`src/rtl/mem_access_unit.sv`:
```
// Load/store access unit: aligns and strobes stores, extends loads, and runs a
// req/ack handshake with a variable-latency memory, reporting done/err upstream.
module mem_access_unit #(
  parameter int TIMEOUT = 16
) (
  input  logic        clk,
  input  logic        reset,
  input  logic        req,
  input  logic        we,
  input  logic [2:0]  funct3,
  input  logic [31:0] addr,
  input  logic [31:0] wdata,
  output logic [31:0] rdata,
  output logic        busy,
  output logic        done,
  output logic        err,
  output logic        mem_req,
  output logic        mem_we,
  output logic [31:0] mem_addr,
  output logic [3:0]  mem_wstrb,
  output logic [31:0] mem_wdata,
  input  logic [31:0] mem_rdata,
  input  logic        mem_ack
);

  localparam logic [1:0] ST_IDLE   = 2'd0;
  localparam logic [1:0] ST_ACCESS = 2'd1;
  localparam logic [1:0] ST_RESP   = 2'd2;

  localparam logic [7:0] CNT_LAST = 8'(TIMEOUT - 1);

  function automatic logic is_legal(input logic st, input logic [2:0] f3);
    logic ok;
    if (st) begin
      ok = (f3 == 3'b000) || (f3 == 3'b001) || (f3 == 3'b010);
    end else begin
      case (f3)
        3'b000, 3'b001, 3'b010, 3'b100, 3'b101: ok = 1'b1;
        default:                                ok = 1'b0;
      endcase
    end
    return ok;
  endfunction

  function automatic logic is_misaligned(input logic [2:0] f3, input logic [1:0] a);
    return ((f3[1:0] == 2'b01) && a[0]) || ((f3[1:0] == 2'b10) && (a != 2'b00));
  endfunction

  function automatic logic [3:0] store_strobe(input logic [2:0] f3, input logic [1:0] a);
    logic [3:0] s;
    case (f3[1:0])
      2'b00:   s = 4'b0001 << a;
      2'b01:   s = a[1] ? 4'b1100 : 4'b0011;
      2'b10:   s = 4'b1111;
      default: s = 4'b0000;
    endcase
    return s;
  endfunction

  function automatic logic [31:0] store_lanes(input logic [2:0] f3, input logic [31:0] w);
    logic [31:0] d;
    case (f3[1:0])
      2'b00:   d = {4{w[7:0]}};
      2'b01:   d = {2{w[15:0]}};
      default: d = w;
    endcase
    return d;
  endfunction

  function automatic logic [31:0] load_extend(input logic [2:0] f3, input logic [1:0] a,
                                              input logic [31:0] rd);
    logic [31:0] s;
    logic [31:0] r;
    s = rd >> {a, 3'b000};
    case (f3)
      3'b000:  r = {{24{s[7]}}, s[7:0]};
      3'b001:  r = {{16{s[15]}}, s[15:0]};
      3'b100:  r = {24'h000000, s[7:0]};
      3'b101:  r = {16'h0000, s[15:0]};
      default: r = s;
    endcase
    return r;
  endfunction

  logic [1:0]  state_q, state_d;
  logic [7:0]  cnt_q, cnt_d;
  logic        we_q, we_d;
  logic [2:0]  f3_q, f3_d;
  logic [1:0]  off_q, off_d;
  logic [31:0] rdata_q, rdata_d;
  logic        done_q, done_d;
  logic        err_q, err_d;
  logic        mem_req_q, mem_req_d;
  logic [31:0] mem_addr_q, mem_addr_d;
  logic [3:0]  mem_wstrb_q, mem_wstrb_d;
  logic [31:0] mem_wdata_q, mem_wdata_d;

  // Next-state and output register computation for the access FSM.
  always_comb begin
    state_d     = state_q;
    cnt_d       = cnt_q;
    we_d        = we_q;
    f3_d        = f3_q;
    off_d       = off_q;
    rdata_d     = rdata_q;
    done_d      = 1'b0;
    err_d       = 1'b0;
    mem_req_d   = mem_req_q;
    mem_addr_d  = mem_addr_q;
    mem_wstrb_d = mem_wstrb_q;
    mem_wdata_d = mem_wdata_q;
    case (state_q)
      ST_IDLE: begin
        if (req) begin
          we_d  = we;
          f3_d  = funct3;
          off_d = addr[1:0];
          if (!is_legal(we, funct3) || is_misaligned(funct3, addr[1:0])) begin
            state_d = ST_RESP;
            done_d  = 1'b1;
            err_d   = 1'b1;
          end else begin
            state_d     = ST_ACCESS;
            cnt_d       = 8'd0;
            mem_req_d   = 1'b1;
            mem_addr_d  = {addr[31:2], 2'b00};
            mem_wstrb_d = we ? store_strobe(funct3, addr[1:0]) : 4'b0000;
            mem_wdata_d = we ? store_lanes(funct3, wdata) : 32'h0000_0000;
          end
        end else begin
          state_d = ST_IDLE;
        end
      end
      ST_ACCESS: begin
        // Ack is checked first so an ack in the expiry cycle still succeeds.
        if (mem_ack || (cnt_q == CNT_LAST)) begin
          state_d     = ST_RESP;
          done_d      = 1'b1;
          err_d       = !mem_ack;
          mem_req_d   = 1'b0;
          mem_addr_d  = 32'h0000_0000;
          mem_wstrb_d = 4'b0000;
          mem_wdata_d = 32'h0000_0000;
          if (mem_ack && !we_q) begin
            rdata_d = load_extend(f3_q, off_q, mem_rdata);
          end else begin
            rdata_d = rdata_q;
          end
        end else begin
          cnt_d = cnt_q + 8'd1;
        end
      end
      ST_RESP: begin
        state_d = ST_IDLE;
      end
      default: begin
        state_d   = ST_IDLE;
        mem_req_d = 1'b0;
      end
    endcase
  end

  // State and output registers with asynchronous reset.
  always_ff @(posedge clk or posedge reset) begin
    if (reset) begin
      state_q     <= ST_IDLE;
      cnt_q       <= 8'd0;
      we_q        <= 1'b0;
      f3_q        <= 3'b000;
      off_q       <= 2'b00;
      rdata_q     <= 32'h0000_0000;
      done_q      <= 1'b0;
      err_q       <= 1'b0;
      mem_req_q   <= 1'b0;
      mem_addr_q  <= 32'h0000_0000;
      mem_wstrb_q <= 4'b0000;
      mem_wdata_q <= 32'h0000_0000;
    end else begin
      state_q     <= state_d;
      cnt_q       <= cnt_d;
      we_q        <= we_d;
      f3_q        <= f3_d;
      off_q       <= off_d;
      rdata_q     <= rdata_d;
      done_q      <= done_d;
      err_q       <= err_d;
      mem_req_q   <= mem_req_d;
      mem_addr_q  <= mem_addr_d;
      mem_wstrb_q <= mem_wstrb_d;
      mem_wdata_q <= mem_wdata_d;
    end
  end

  assign rdata     = rdata_q;
  assign busy      = mem_req_q;
  assign done      = done_q;
  assign err       = err_q;
  assign mem_req   = mem_req_q;
  assign mem_we    = mem_req_q & we_q;
  assign mem_addr  = mem_addr_q;
  assign mem_wstrb = mem_wstrb_q;
  assign mem_wdata = mem_wdata_q;

endmodule

```
`config.mk`:
```
export PLATFORM = sky130hd
export DESIGN_NAME = mem_access_unit
export DESIGN_NICKNAME = d
export VERILOG_FILES = /design/src/rtl/mem_access_unit.sv
export SDC_FILE = /design/constraint.sdc
export NUM_CORES = 1
export LEC_CHECK = 0
export CORE_MARGIN = 10
export CORE_UTILIZATION = 25
export CTS_CLUSTER_SIZE = 12
export DETAILED_ROUTE_END_ITERATION = 7
export PLACE_DENSITY_LB_ADDON = 0.15
export SLEW_MARGIN = 25
export SYNTH_ARGS = -nofsm -noshare
export SYNTH_HDL_FRONTEND = slang
export SYNTH_SLANG_ARGS = --single-unit
```
`constraint.sdc`:
```
create_clock -name clk -period 4.35 [get_ports clk]
set_input_delay 1.0875 -clock clk [delete_from_list [all_inputs] [get_ports clk]]
set_output_delay 1.0875 -clock clk [all_outputs]
set_load 0.1 [all_outputs]
```
# Word-level counts from Yosys, hierarchy flattened

Cells that the tools add are included.

Latch bits: 0
RAM bits: 0
Memory bits (read-only): 0
Output and inout port bits: 105
Input bits: 104
Memories: 0
Bits in registers: 119
Word-level logic and storage cells: 95

Shifts and indexed selects: 2
Order comparisons: 0
Bitwise gates (word level): 2
$add $sub $neg: 1
$mul: 0
Multiplexer cells: 39
Div/mod/pow operators: 0
Reduce and logical (&&, ||, !) cells: 23
Equal/unequal tests: 16

Operators by type and width:

| kind                                                 | count |
|---|---|
| two-way mux 32 bit                                   | 6 |
| one-hot mux 32 bit (2 select lines)                  | 3 |
| one-hot mux 32 bit (4 select lines)                  | 1 |
| right shift 32 x 5 -> 32 bit                         | 1 |
| two-way mux 8 bit                                    | 3 |
| two-way mux 4 bit                                    | 5 |
| one-hot mux 8 bit (2 select lines)                   | 1 |
| equality test 3 bit (second input constant)          | 4 |
| one-hot mux 4 bit (3 select lines)                   | 1 |
| AND reduction 4 bit                                  | 3 |
| two-way mux 1 bit                                    | 11 |
| adder 8 x 1 -> 8 bit (second input constant)         | 1 |
| equality test 8 x 4 -> 1 bit (second input constant) | 1 |
| != test 2 bit (second input constant)                | 4 |
| one-hot mux 4 bit (2 select lines)                   | 1 |
| equality test 3 x 1 -> 1 bit (second input constant) | 2 |
| zero test 3 bit                                      | 2 |
| two-way mux 2 bit                                    | 3 |
| logical OR 1 bit                                     | 5 |
| OR reduction 5 bit                                   | 1 |
| equality test 2 x 1 -> 1 bit (second input constant) | 2 |
| equality test 2 bit (second input constant)          | 2 |
| zero test 2 bit                                      | 2 |
| one-hot mux 1 bit (2 select lines)                   | 2 |
| 11 further kinds                                     | 16 |

# Logic depth before layout (Yosys ltp)

Gate-level depths: netlist of run 1.

Word-level depth: 11
Gate-level depth with buffers: 7
Gate-level depth less buffers: 5

# Worst setup path after synthesis of run 1

No wires, ideal clock.

Path kind: register -> output
Start point: register mem_req_q, in the netlist busy
End point: output port mem_we
Cell stages (with the launch flop): 2
Buffers on the path: 0
Data arrival time: 1798 ps
Data required time: 3263 ps
Setup slack: 1465 ps
Cell sequence: dfrtp_1 > and2_1

Longest elaborated chain between the ends: 1

Ends and longest elaborated chain:

| what                     | RTL line | RTL |
|---|---|---|
| start: declaration       | 93       | `logic mem_req_q, mem_req_d;` |
| start signal: assignment | 187      | `mem_req_q <= mem_req_d;` |
| AND 1 bit                | 199      | `assign mem_we = mem_req_q & we_q;` |
| end: declaration         | 18       | `output logic mem_we,` |

Every way passes these cells.

# Worst setup path in the final report of run 1

Start point: input port funct3[0]
End point: register mem_addr_q[5], in the netlist mem_addr[5]

Longest elaborated chain between the ends: 10
Elaborated cells between the ends (all ways): 21
Classes of those cells: 7 x eq/ne; 4 x mux; 10 x reduce/logical

Ends and longest elaborated chain:

| what                                                       | RTL line | RTL |
|---|---|---|
| start: declaration                                         | 10       | `input logic [2:0] funct3,` |
| equality test 3 x 1 -> 1 bit, or another cell as far along | 35, 37   |  |
| OR reduction 5 bit or logical OR 1 bit (tied branches)     | 37, 35   |  |
| two-way mux 1 bit or logical OR 1 bit (tied branches)      | 37, 35   |  |
| two-way mux 1 bit                                          | 34       | `if (st) begin` |
| two-way mux 1 bit                                          | 114      | `if (req) begin` |
| two-way mux 1 bit                                          | 112      | `case (state_q)` |
| zero test 1 bit                                            | 118      | `if (!is_legal(we, funct3) \|\| is_misaligned(funct3, addr[1:0])) begin` |
| logical OR 1 bit (*)                                       | 118      |  |
| != test 2 bit (no source line) (*)                         | n/a      |  |
| AND reduction 4 bit (no source line) (*)                   | n/a      |  |
| end signal: assignment                                     | 188      | `mem_addr_q <= mem_addr_d;` |
| end: declaration                                           | 94       | `logic [31:0] mem_addr_q, mem_addr_d;` |

Mark *: on every way between the ends. The rest lies on a longest branch, timed or not. The select of a mux whose other input is x is not followed.
A chain may end at the register's enable or synchronous reset.

==> results of run 1 <==
==> worst max-delay path: cells and delay by family <==
family / cells / cell delay (ns)
simple gates: 3 / 1.57
buf+inv: 1 / 0.57
compound gates: 1 / 0.35
==> placed cells by master (no fill, tap or decap), drive strengths merged, types with 2 or more instances in the layout <==
master / n
clkdlybuf4s50: 206
dfrtp: 117
nand2: 74
mux2: 56
mux2i: 42
nor2: 39
a21oi: 32
a22o: 30
o21ai: 19
clkbuf: 18
a31oi: 16
inv: 15
nand2b: 10
buf: 8
o2bb2ai: 7
a211oi: 7
clkinvlp: 6
clkinv: 6
nand3: 4
nor4: 4
nor2b: 3
and3: 2
or2: 2
and2: 2
nor3: 2
conb: 2
==> final cells by class <==
| cell class | count | area [sq um] |
|---|---|---|
| Clock inverter | 13 | 87.58 |
| Timing Repair Buffer | 214 | 2147 |
| Clock buffer | 18 | 429.2 |
| Multi-Input combinational cell | 368 | 2669 |
| Sequential cell | 117 | 2928 |
| Fill cell | 2308 | 14140 |
| Inverter | 14 | 55.05 |
| Tap cell | 313 | 391.6 |
==> metal layers <==
| metal | global-route usage [%] | vias to the layer above | part of all wire, % |
|---|---|---|---|
| met3 | 5.271 | 13 | 8.0 |
| li1 | - | 2299 | - |
| met4 | 3.773 | 0 | 0.94 |
| met1 | 16.49 | 2324 | 46 |
| met5 | 0 | - | 0 |
| met2 | 20.27 | 163 | 45 |
==> cell families after synthesis <==
family                     synth area share [%]
AOI/OAI and AO/OA                         13.88
and+or+nand+nor                           11.91
DFF                                       50.12
muxes                                     19.40
other                                   0.06419
adders and majority gates                0.2141
buffers and inverters                     4.412
==> state kept, by name, summed over array words and instances (netlist names) <==
signal and count:
busy 1, cnt_q 8, done 1, err 1, f3_q 3, mem_addr 30, mem_wdata 32, mem_wstrb 4
off_q 2, rdata 32, state_q 2, we_q 1
==> path summary, 6_finish.rpt <==
kind	from	endpoint
max in group asynchronous	reset	mem_wdata[13]
worst max-delay path	funct3[0]	mem_addr[5]
worst min register to register	mem_addr[2]	mem_addr[2]
min in group asynchronous	reset	mem_addr[19]
worst max register to register	cnt_q[0]	mem_addr[5]
worst min-delay path	mem_addr[2]	mem_addr[2]
==> per-stage QoR <==
| step | hold WS [ns] | instances | area [sq um] |
|---|---|---|---|
| detailed placement | 0.4922 | 1026 | 8189 |
| CTS | 0.5074 | 1057 | 8706 |
| finish | 0.5021 | 1057 | 8707 |
| floorplan | 0.4785 | 541 | 5846 |
| global placement | 0.4910 | 1026 | 8189 |
| global route | 0.5192 | 1057 | 8707 |
==> results.md, run 1 <==
* # rows at 55
* Count of final setup violators at 0
* Routed WL per cell at 18.45 microns
* Min cycle time layout at 3.302 ns
* Synth top area cells: dfrtp_1 50%, mux2i_1 7.2%, mux2_2 6.6%
* Post-route ant nets at 0
* Post-DP HPWL at 14660 microns
* # port buffers at 206
* Final WL at 19500 microns
* Crit-path max FO at 30
* #FFs+latches synth at 117
* Final Hold Vio Count at 0
* Root Buffer: clkbuf_16
* Post-synth top flop: dfrtp_1
* Number of synthesized flops with an enable pin at 0
* Crit end category: flip-flop
* Largest net degree at the start of global routing at 82
* Core Area at 22850 sq um
* Startpoint types: input port
* Diodes inserted at 0
* Worst Skew at 0.006846 ns
* First-pass GRT wire length at 31340 microns
* RSZ-0062 raised after global routing: no
* Status: completed
* Clock-pin slew on the worst setup and hold paths at 0.05 ns
* Req. time, crit path at 4.64 ns
* Least-Margin Pin Slew at 1.040 ns
* Arrival @ worst endpoint at 3.59 ns
* R2R setup slack at 1.82 ns
* Vias at 4799
* GRT overflow at 0
* Fin nets at 837
* Crit share post-route at 75.91%
* Slew margin rel. at 30.43%
* Max stage delay on crit path at 0.91 ns
* Initial antenna violation count at 0
* Layout cell share with drive strength beyond 1 at 14.38%
* Sequential cell area fraction in the yosys report at 50.12%
* Pre-CTS WS at 0.5514 ns
* Post-synth ARST share at 100.0%
* Initial Util at 25.57%
* Vias in the first global route at 5339
* Dominant cell by count in the synthesized netlist: dfrtp_1
* Crit path kind: in -> reg
* CP cell instances: clkdlybuf4s50_1, nor4_2, nor4_4, or4_2, a22o_1
* Io pins at 209
* Commonest cells in the netlist: 117 x dfrtp_1, 74 x nand2_1, 42 x mux2i_1
* Post-CTS Resized at 0
* Die area at 29880 sq um
* Total CTS buffers at 17
* CTS H-tree lvls at 4
* CTS tree: yes
* Mapped Avg Cell Area at 10.82 sq um
* Fin. max-slew vios at 0
* Util after Layout at 38.11%
* Yosys top cell area share at 50.12%
* Worst R2R Path Depth at 5
* Worst hold path class: reg -> reg
* Max stage delay cell, worst path: or4_2
* Final GP Congestion at 0.7810
* Mapped Cells at 540
* CTS max path bufs at 2
* DRT iter0 DRCs at 273
* Setup_tns at 0 ns
* Achievable Freq at 0.3029 GHz
* Synth-to-Final Area Change at 49.05%
* Die Width at 172.9 microns
* Synth cell types at 44
* Worst setup margin at 1.048 ns
* DRC viols at 0
* Avg Vias per Cell at 4.540
* Ys Warns at 0
* Setup Buffers After CTS at 0
* Largest area contributor in the netlist: dfrtp_1
* Clock latency on the worst-skew pair at 0.41 ns
* Number of iterations in the first detailed-routing pass at 4
* Max-cap violations at 0
* Mapped Area at 5842 sq um
* Hold buffer count at cts at 0
* Hold path cells at 1
* Die H at 172.9 microns
* Clk sinks at 117
* All-Layer GR Usage at 13.11%
Power of run 1 is left out: the tool's default activity adds up to more than one toggle a clock period on the data nets, which glitch-free logic cannot reach.
==> run 2: changes to the inputs <==
- clock period: 4.35 -> 3.3 ns (I/O delays scaled with it)
==> results.md, run 2 (synthesis results as in run 1) <==
* # port buffers at 206 (unchanged)
* Max stage delay on crit path at 0.53 ns (-0.38 ns)
* Post-CTS Resized at 0 (unchanged)
* DRC viols at 0 (unchanged)
* Post-DP HPWL at 14700 microns (+0.33%)
* Final Hold Vio Count at 0 (unchanged)
* Clock latency on the worst-skew pair at 0.41 ns (about the same)
* Die area at 29880 sq um (unchanged)
* Achievable Freq at 0.3815 GHz
* Clk sinks at 117 (unchanged)
* Least-Margin Pin Slew at 0.9527 ns (-0.08749 ns)
* Fillers at 2333 (+1.1%)
* CP cell instances: clkdlybuf4s50_1, nor4_2, nor4_4, or4_1, buf_4, a22o_1
* Setup Buffers After CTS at 0 (unchanged)
* Post-route ant nets at 0 (unchanged)
* CTS max path bufs at 2 (unchanged)
* Number of iterations in the first detailed-routing pass at 4 (unchanged)
* Routed WL per cell at 18.46 microns (about the same)
* Commonest non-fill, non-tap cell in the layout: dfrtp_1
* Worst hold path class: reg -> reg
* Core Area at 22850 sq um (unchanged)
* Vias at 4797 (-0.042%)
* DRT iter0 DRCs at 178 (-35%)
* M1 WL at 8973 microns (+0.93%)
* Synth-to-Final Area Change at 46.20%
* Placed cell area at 7963 sq um (-2.8%)
* Root Buffer: clkbuf_16
* Initial Util at 25.57% (unchanged)
* Fin nets at 841 (+0.48%)
* Crit share post-route at 79.43%
* Io pins at 209 (unchanged)
* Startpoint types: input port
* CTS tree: yes
* All-Layer GR Usage at 12.98% (-0.14 points)
* Setup_tns at 0 ns (unchanged)
* Crit-path max FO at 30 (unchanged)
* Hold buffer count at cts at 0 (unchanged)
* Min cycle time layout at 2.621 ns
* Max stage delay cell, worst path: nor4_2
* # rows at 55 (unchanged)
* CTS H-tree lvls at 4 (unchanged)
* Avg Vias per Cell at 4.521 (-0.42%)
* Clock-pin slew on the worst setup and hold paths at 0.06 ns (about the same)
* Layout Cell Area excl Fill at 8541 sq um (-1.9%)
* Uppermost layer routed: met4
* Layout cell share with drive strength beyond 1 at 28.61% (+14 points)
* Multi-input gate area at 2668 sq um (about the same)
* GRT overflow at 0 (unchanged)
* Vias in the first global route at 5419 (+1.5%)
* Initial antenna violation count at 0 (unchanged)
* Slew margin rel. at 36.48% (+6.1 points)
* Crit end category: flip-flop
* Final WL at 19580 microns (+0.40%)
* First-pass GRT wire length at 31120 microns (-0.70%)
* Total CTS buffers at 17 (unchanged)
* Most frequent cells in the layout: 117 x dfrtp_1, 113 x buf_4, 103 x clkdlybuf4s50_1
* RSZ-0062 raised after global routing: no
* Final GP Congestion at 0.8220 (+5.2%)
* Met3 wire length at 1301 microns (-17%)
* Die Width at 172.9 microns (unchanged)
* Reg area at 2928 sq um (unchanged)
* Crit path kind: in -> reg
* Die H at 172.9 microns (unchanged)
* Arrival @ worst endpoint at 2.92 ns (-0.67 ns)
* Req. time, crit path at 3.60 ns (-1.04 ns)
* Largest net degree at the start of global routing at 118 (+44%)
* Max-cap violations at 0 (unchanged)
* Fin. max-slew vios at 0 (unchanged)
* Status: completed
* Worst Skew at 0.007592 ns (+0.0007461 ns)
* WL met2 at 9061 microns (+2.2%)
* Diodes inserted at 0 (unchanged)
* Count of final setup violators at 0 (unchanged)
* Final hold slack at 0.5062 ns (+0.004165 ns)
## run 2: changes by cell type in the layout (fill, tap and decap cells not counted), sizes merged
cell	delta
buf	+107
bufinv	+2
clkbuf	-1
clkdlybuf4s50	-103
clkinv	-1
clkinvlp	-1
inv	+1
## run 2: path summary, 6_finish.rpt
check | start | to | slack (ns) | cells after the start
setup / recovery | addr[1] | mem_addr[20] | 0.68 | 6
hold reg to reg | mem_addr[25] | mem_addr[25] | 0.51 | 1
min in group asynchronous | reset | mem_addr[25] | 0.96 | 3
max in group asynchronous | reset | mem_wstrb[1] | 1.88 | 3
setup reg to reg | off_q[0] | rdata[1] | 1.10 | 5
hold / removal | mem_addr[25] | mem_addr[25] | 0.51 | 1
## run 2: area by class of cell
type / instances / area share, %
Clock buffer: 17 / 4.981
Timing Repair Buffer: 218 / 22.47
Clock inverter: 14 / 1.787
Multi-Input combinational cell: 368 / 31.23
Inverter: 14 / 0.6592
Tap cell: 313 / 4.585
Sequential cell: 117 / 34.28
## run 2: critical path: cells and delay by family
kind	cells	cell delay (ns)
buffers and inverters	2	0.72
AOI/OAI and AO/OA	1	0.27
and+or+nand+nor	3	1.09
## run 2: through the flow
stage,instances,worst slack (ns),util [%]
after CTS,1061,0.6938,37.38
after global placement,1030,0.2838,34.85
after detailed placement,1030,0.2472,34.85
final,1061,0.6787,37.38
after floorplan,541,0.6771,-
after global routing,1061,0.5108,37.38
## run 2: metal layers
layer	GRT usage, %	vias up
li1	-	2303
met1	16.06	2319
met2	20.86	157
met3	4.356	18
met4	4.096	0
met5	0	-
Power of run 2 is left out for the same reason.
